===== src/rtl/ex_branch_resolve_pkg.sv =====
// ex_branch_resolve_pkg
//   Shared definitions for the branch execute slice:
//   - default operand, PC and opcode widths
//   - branch opcode encodings, identical to those used by the decoder and
//     the branch reservation station
//   - a helper that sizes FIFO pointer fields
package ex_branch_resolve_pkg;

    localparam int unsigned DATA_WIDTH  = 32;
    localparam int unsigned ADDR_WIDTH  = 32;
    localparam int unsigned NEWOP_WIDTH = 6;

    // Branch opcodes as carried in the station op field.
    typedef enum logic [NEWOP_WIDTH-1:0] {
        BR_BEQ  = 6'h18,
        BR_BNE  = 6'h19,
        BR_BLT  = 6'h1C,
        BR_BGE  = 6'h1D,
        BR_BLTU = 6'h1E,
        BR_BGEU = 6'h1F
    } br_op_e;

    // Sequential instruction step in bytes.
    localparam int unsigned PC_STEP = 4;

    // Pointer width for a power-of-two queue; never narrower than 1 bit.
    function automatic int unsigned ptr_width(input int unsigned depth);
        return (depth <= 2) ? 1 : $clog2(depth);
    endfunction

endpackage


===== src/rtl/ex_branch_resolve_branch_cond_unit.sv =====
// branch_cond_unit
//   Purely combinational branch evaluator.
//   Ports:
//     op      in   OP_W    branch opcode
//     src1    in   DATA_W  operand 1
//     src2    in   DATA_W  operand 2
//     pc      in   ADDR_W  branch PC
//     offset  in   DATA_W  sign-extended byte offset
//     taken   out  1       condition holds (0 for unknown opcodes)
//     next_pc out  ADDR_W  target if taken, else pc + 4 (modulo 2^ADDR_W)
//     illegal out  1       opcode is not a recognised branch
module branch_cond_unit
    import ex_branch_resolve_pkg::*;
#(
    parameter int unsigned DATA_W = DATA_WIDTH,
    parameter int unsigned ADDR_W = ADDR_WIDTH,
    parameter int unsigned OP_W   = NEWOP_WIDTH
) (
    input  logic [OP_W-1:0]   op,
    input  logic [DATA_W-1:0] src1,
    input  logic [DATA_W-1:0] src2,
    input  logic [ADDR_W-1:0] pc,
    input  logic [DATA_W-1:0] offset,
    output logic              taken,
    output logic [ADDR_W-1:0] next_pc,
    output logic              illegal
);

    logic eq;
    logic lt_s;
    logic lt_u;

    assign eq   = (src1 == src2);
    assign lt_s = ($signed(src1) < $signed(src2));
    assign lt_u = (src1 < src2);

    always_comb begin
        taken   = 1'b0;
        illegal = 1'b0;
        case (op)
            OP_W'(BR_BEQ):  taken = eq;
            OP_W'(BR_BNE):  taken = !eq;
            OP_W'(BR_BLT):  taken = lt_s;
            OP_W'(BR_BGE):  taken = !lt_s;
            OP_W'(BR_BLTU): taken = lt_u;
            OP_W'(BR_BGEU): taken = !lt_u;
            default:        illegal = 1'b1;
        endcase
    end

    // Both sums wrap silently at 2^ADDR_W.
    always_comb begin
        if (taken) begin
            next_pc = pc + ADDR_W'(offset);
        end else begin
            next_pc = pc + ADDR_W'(PC_STEP);
        end
    end

endmodule


===== src/rtl/ex_branch_resolve.sv =====
// ex_branch_resolve
//   Execute stage fed by the branch reservation station. Evaluates one
//   issued branch per cycle and queues {taken, next_pc} toward fetch in a
//   small circular FIFO behind a valid/ready handshake, since the station
//   cannot be back-pressured.
//   Ports:
//     clk, rst_n            clock (rising edge), async active-low reset
//     ex_branch_en          issue strobe, one pulse per branch
//     ex_src1, ex_src2      operands
//     ex_pc, ex_aluop       branch PC and opcode
//     ex_offset             sign-extended byte offset
//     flush                 empties the queue; wins over push and pop
//     redir_valid/ready     head handshake toward fetch
//     redir_taken, redir_pc head entry contents (0 when empty)
//     illegal_op            1-cycle pulse after an unknown opcode issues
//     overflow_err          sticky, an issue was dropped on a full queue
//     resolved_cnt          wrapping count of pushed branches
module ex_branch_resolve
    import ex_branch_resolve_pkg::*;
#(
    parameter int unsigned DATA_W     = DATA_WIDTH,
    parameter int unsigned ADDR_W     = ADDR_WIDTH,
    parameter int unsigned OP_W       = NEWOP_WIDTH,
    parameter int unsigned FIFO_DEPTH = 2
) (
    input  logic              clk,
    input  logic              rst_n,
    input  logic              ex_branch_en,
    input  logic [DATA_W-1:0] ex_src1,
    input  logic [DATA_W-1:0] ex_src2,
    input  logic [ADDR_W-1:0] ex_pc,
    input  logic [OP_W-1:0]   ex_aluop,
    input  logic [DATA_W-1:0] ex_offset,
    input  logic              flush,
    output logic              redir_valid,
    input  logic              redir_ready,
    output logic              redir_taken,
    output logic [ADDR_W-1:0] redir_pc,
    output logic              illegal_op,
    output logic              overflow_err,
    output logic [31:0]       resolved_cnt
);

    localparam int unsigned PTR_W = ptr_width(FIFO_DEPTH);
    localparam int unsigned CNT_W = $clog2(FIFO_DEPTH + 1);

    logic              cond_taken;
    logic [ADDR_W-1:0] cond_next_pc;
    logic              cond_illegal;

    branch_cond_unit #(
        .DATA_W (DATA_W),
        .ADDR_W (ADDR_W),
        .OP_W   (OP_W)
    ) u_cond (
        .op      (ex_aluop),
        .src1    (ex_src1),
        .src2    (ex_src2),
        .pc      (ex_pc),
        .offset  (ex_offset),
        .taken   (cond_taken),
        .next_pc (cond_next_pc),
        .illegal (cond_illegal)
    );

    logic              q_taken [FIFO_DEPTH];
    logic [ADDR_W-1:0] q_pc    [FIFO_DEPTH];
    logic [PTR_W-1:0]  rd_ptr;
    logic [PTR_W-1:0]  wr_ptr;
    logic [CNT_W-1:0]  count;

    logic full;
    logic pop;
    logic push;
    logic drop_full;

    assign redir_valid = (count != '0);
    assign full        = (count == CNT_W'(FIFO_DEPTH));

    // Flush squashes both sides of the handshake and any concurrent issue.
    // A full queue still accepts an issue when the head leaves this cycle.
    assign pop       = redir_valid && redir_ready && !flush;
    assign push      = ex_branch_en && !flush && (!full || pop);
    assign drop_full = ex_branch_en && !flush && full && !pop;

    assign redir_taken = redir_valid ? q_taken[rd_ptr] : 1'b0;
    assign redir_pc    = redir_valid ? q_pc[rd_ptr]    : '0;

    always_ff @(posedge clk or negedge rst_n) begin
        if (!rst_n) begin
            rd_ptr <= '0;
            wr_ptr <= '0;
            count  <= '0;
            for (int unsigned i = 0; i < FIFO_DEPTH; i++) begin
                q_taken[i] <= 1'b0;
                q_pc[i]    <= '0;
            end
        end else if (flush) begin
            rd_ptr <= '0;
            wr_ptr <= '0;
            count  <= '0;
        end else begin
            if (push) begin
                q_taken[wr_ptr] <= cond_taken;
                q_pc[wr_ptr]    <= cond_next_pc;
                wr_ptr          <= wr_ptr + 1'b1;
            end
            if (pop) begin
                rd_ptr <= rd_ptr + 1'b1;
            end
            case ({push, pop})
                2'b10:   count <= count + 1'b1;
                2'b01:   count <= count - 1'b1;
                default: count <= count;
            endcase
        end
    end

    always_ff @(posedge clk or negedge rst_n) begin
        if (!rst_n) begin
            illegal_op   <= 1'b0;
            overflow_err <= 1'b0;
            resolved_cnt <= '0;
        end else begin
            illegal_op <= ex_branch_en && cond_illegal;
            if (drop_full) begin
                overflow_err <= 1'b1;
            end
            if (push) begin
                resolved_cnt <= resolved_cnt + 32'd1;
            end
        end
    end

endmodule


===== config.mk =====
export PLATFORM = sky130hd
export DESIGN_NAME = ex_branch_resolve
export DESIGN_NICKNAME = d
export VERILOG_FILES = /design/src/rtl/ex_branch_resolve_pkg.sv /design/src/rtl/ex_branch_resolve_branch_cond_unit.sv /design/src/rtl/ex_branch_resolve.sv
export SDC_FILE = /design/constraint.sdc
export NUM_CORES = 1
export LEC_CHECK = 0
export BUFFER_PORTS_ARGS = -buffer_cell sky130_fd_sc_hd__buf_2
export CORE_MARGIN = 3
export CORE_UTILIZATION = 35
export DETAILED_ROUTE_END_ITERATION = 6
export PLACE_DENSITY = 0.55
export SETUP_SLACK_MARGIN = 0.2
export SLEW_MARGIN = 30
export SYNTH_ARGS = -nofsm -noshare
export SYNTH_HDL_FRONTEND = slang
export SYNTH_SLANG_ARGS = --single-unit

===== constraint.sdc =====
create_clock -name clk -period 3.1 [get_ports clk]
set_input_delay 0.62 -clock clk [delete_from_list [all_inputs] [get_ports clk]]
set_output_delay 0.62 -clock clk [all_outputs]
set_load 0.01 [all_outputs]

==> results.py <==
metrics = {
    "setup_path": {
        "cp-start-kind": "input pin",
        "worstSetupPathType": "input pin to flop",
        "cp_data_required_time_ps": 3330,
        "crit_arrival_ps": 3070,
        "cp_max_fo": 5,
        "worstSetupEndpointType": "flop",
    },
    "global_routing": {
        "grt_max_degree": 48,
        "gr-total-overflow": 0,
        "grt_pass1_wl_mm": 35.3,
        "antenna_found_initial": 0,
        "track_usage_pct": 17.5,
        "grt_pass1_vias": 7186,
    },
    "timing": {
        "slew_viol_final": 0,
        "fin_hold_ws_ps": 245,
        "setup_violations": 0,
        "min_period_over_period_pct": 91.5,
        "fin_worst_skew_ps": 8.06,
        "period_minus_slack_ps": 2840,
        "grt_setup_unrepaired": "yes",
        "hold_viol_final": 0,
        "max-slew-margin-rel_pct": 66.9,
        "fmax_ghz": 0.352,
        "worst_slew_pin_slew_ps": 496,
    },
    "final_layout": {
        "final_cell_mix": "buf_2 (197), nand2_1 (112), dfrtp_1 (103)",
        "fin_util_pct": 47.5,
        "insertedDiodeCount": 0,
        "fillers": 2219,
        "final_nets": 1376,
        "syn2layout_area_growth_pct": 31.3,
        "final_common_cell": "buf_2",
        "drive_gt1_share_pct": 32.3,
    },
    "outcome": {
        "run_status": "complete, no violations",
    },
    "power_and_ir_drop": {
        "p_leak_nw": 5.19,
        "ir_worst_vdd_mv": 0.252,
        "power.density_mw_per_mm2": 411,
    },
    "min_path": {
        "min-delay-path-class": "input pin to async pin",
    },
    "clock_tree": {
        "cts_tree": "yes",
        "cts_buffers": 9,
        "max-clock-path-buffers": 2,
        "path_clk_slew_ps": 70,
        "root_buffer": "clkbuf_16",
        "clock_latency_ps": 350,
        "cts.sinks": 104,
        "htreeDepth": 3,
    },
    "placement": {
        "io_buffer_count": 206,
        "gp_congestion": 0.855,
        "post-dp-hpwl_mm": 17.5,
    },
    "route": {
        "remaining_drc_errors": 0,
        "drt_iter0_markers": 286,
        "routedWlPerCell_microns": 15.4,
        "routed_wl_mm": 22.4,
        "ant_nets": 0,
        "via_count": 7384,
        "dr.pass1.iters": 4,
        "via_per_inst": 5.07,
    },
    "die": {
        "initial_core_util_pct": 36.2,
        "die_height_microns": 157,
        "io_pins": 207,
        "coreArea_sq_mm": 0.0222,
        "dieArea_sq_mm": 0.0248,
        "die_x_microns": 157,
        "row_count": 54,
    },
    "synth": {
        "synth_edf_count": 0,
        "yosysWarnings": 0,
        "ys_types": 67,
        "synth_area_sq_mm": 0.00802,
        "avgSynthCellArea_sq_um": 8.82,
        "synth_fp_nets": 1115,
        "synthFlopType": "dfrtp_1",
        "synthCells": 910,
        "ys_ff_latch": 104,
        "yosysSeqAreaShare_pct": 32.4,
        "async_flop_share_pct": 100,
    },
    "job": {
        "timing.max_cap.violations": 0,
    },
}
[worst paths after layout]
kind | start | cells after the start | to | slack (ps)
hold / removal | rst_n | 1 | resolved_cnt[13] | 250
setup / recovery | ex_src1[1] | 11 | q_pc[19] | 260
setup reg to reg | count[0] | 9 | resolved_cnt[29] | 750
max in group asynchronous | rst_n | 2 | q_pc[33] | 2190
min in group clk | overflow_err | 1 | overflow_err | 470
hold reg to reg | overflow_err | 1 | overflow_err | 470
[cell usage after synthesis (all sizes together) (2+ instances only)]
library cell	count	area share, %
a2111oi	3	0.33
a211o	4	0.44
a211oi	6	0.56
a21boi	3	0.28
a21o	23	2.2
a21oi	49	3.1
a221o	5	0.62
a31oi	2	0.16
a41oi	2	0.31
and2	3	0.23
and3	10	0.80
and4	5	0.55
buf	13	1.0
clkbuf	22	1.1
dfrtp	104	32
ha	65	10
inv	45	2.1
mux2	26	3.6
mux2i	46	5.7
nand2	113	5.3
nand2b	9	0.73
nand3	30	1.9
nand4	26	2.3
nor2	80	3.8
nor2b	7	0.55
nor3	19	1.4
nor4	6	0.84
o211a	2	0.25
o211ai	7	0.78
o21a	4	0.37
o21ai	55	3.5
o221ai	2	0.22
o31a	2	0.22
o31ai	7	0.72
or3	7	0.55
or3b	2	0.22
xnor2	53	5.8
xor2	31	3.4
[power breakdown]
group          internal, W  leakage (nW)  switching (W)
combinational     0.000719          3.75       0.000754
sequential         0.00163          1.32       0.000179
clock             0.000548         0.123       0.000502
total              0.00290          5.19        0.00144
[kinds of logic (layout without fill, tap and decap cells)]
logic type,count (synthesis),in the layout,synth area share (%)
AOI/OAI and AO/OA,182,182,14.7
xor gates and xnor gates,84,84,9.17
adders and majority gates,66,66,10.4
buffers and inverters,80,346,4.19
DFF,104,104,32.4
muxes,72,72,9.39
and+or+nand+nor,322,322,19.7
[sequential cells by signal (all words and copies together), names as in the netlist]
register and flops:
illegal_op 1, overflow_err 1, rd_ptr 1, count 2, resolved_cnt 32, q_taken 2, wr_ptr 1, q_pc 64
[critical path, stage by stage]
cell and delay [ps]:
buf_2 100, ha_1 290, nor2b_1 130, o211ai_1 250, a2111oi_4 120, o31ai_2 290
a21oi_1 160, or3_4 480, buf_12 170, mux2i_4 180, mux2_4 270
[per-layer routing]
| metal | vias to the layer above | GRT usage, % | wire, microns |
|---|---|---|---|
| li1 | 3747 | - | - |
| met1 | 3459 | 23.7 | 10500 |
| met2 | 158 | 29.9 | 10800 |
| met3 | 20 | 1.92 | 819 |
| met4 | 0 | 4.34 | 318 |
| met5 | - | 0 | 0 |
[layout make-up]
class	count	area (sq um)	share of cell area [%]
Clock buffer	12	236	2.25
Clock inverter	4	28.8	0.273
Inverter	45	171	1.63
Multi-Input combinational cell	726	5370	51.0
Sequential cell	104	2600	24.7
Tap cell	280	350	3.33
Timing Repair Buffer	285	1770	16.8
[repair_timing]
| item | 4_1_cts | 5_1_grt |
|---|---|---|
| setup endpoints to repair | 4 | 62 |
| pin swaps | 0 | 19 |
| cloned | 0 | 2 |
| hold buffers | 0 | 0 |
| resized for setup | 2 | 52 |
| setup buffers | 0 | 7 |
[stage by stage]
| stage | total power [W] | std cells | setup WS [ps] | TNS (ps) | area [sq um] |
|---|---|---|---|---|---|
| 5_1_grt | 0.00465 | 1456 | 145 | 0 | 10500 |
| 6_report | 0.00433 | 1456 | 262 | 0 | 10500 |
| 2_1_floorplan | 0.00268 | 910 | 276 | 0 | 8020 |
| 3_3_place_gp | 0.00322 | 1431 | -102 | -1860 | 9830 |
| 3_5_place_dp | 0.00324 | 1431 | -179 | -3610 | 9830 |
| 4_1_cts | 0.00432 | 1447 | 250 | 0 | 10100 |
Note: power is estimated with default switching activity, not from simulation.
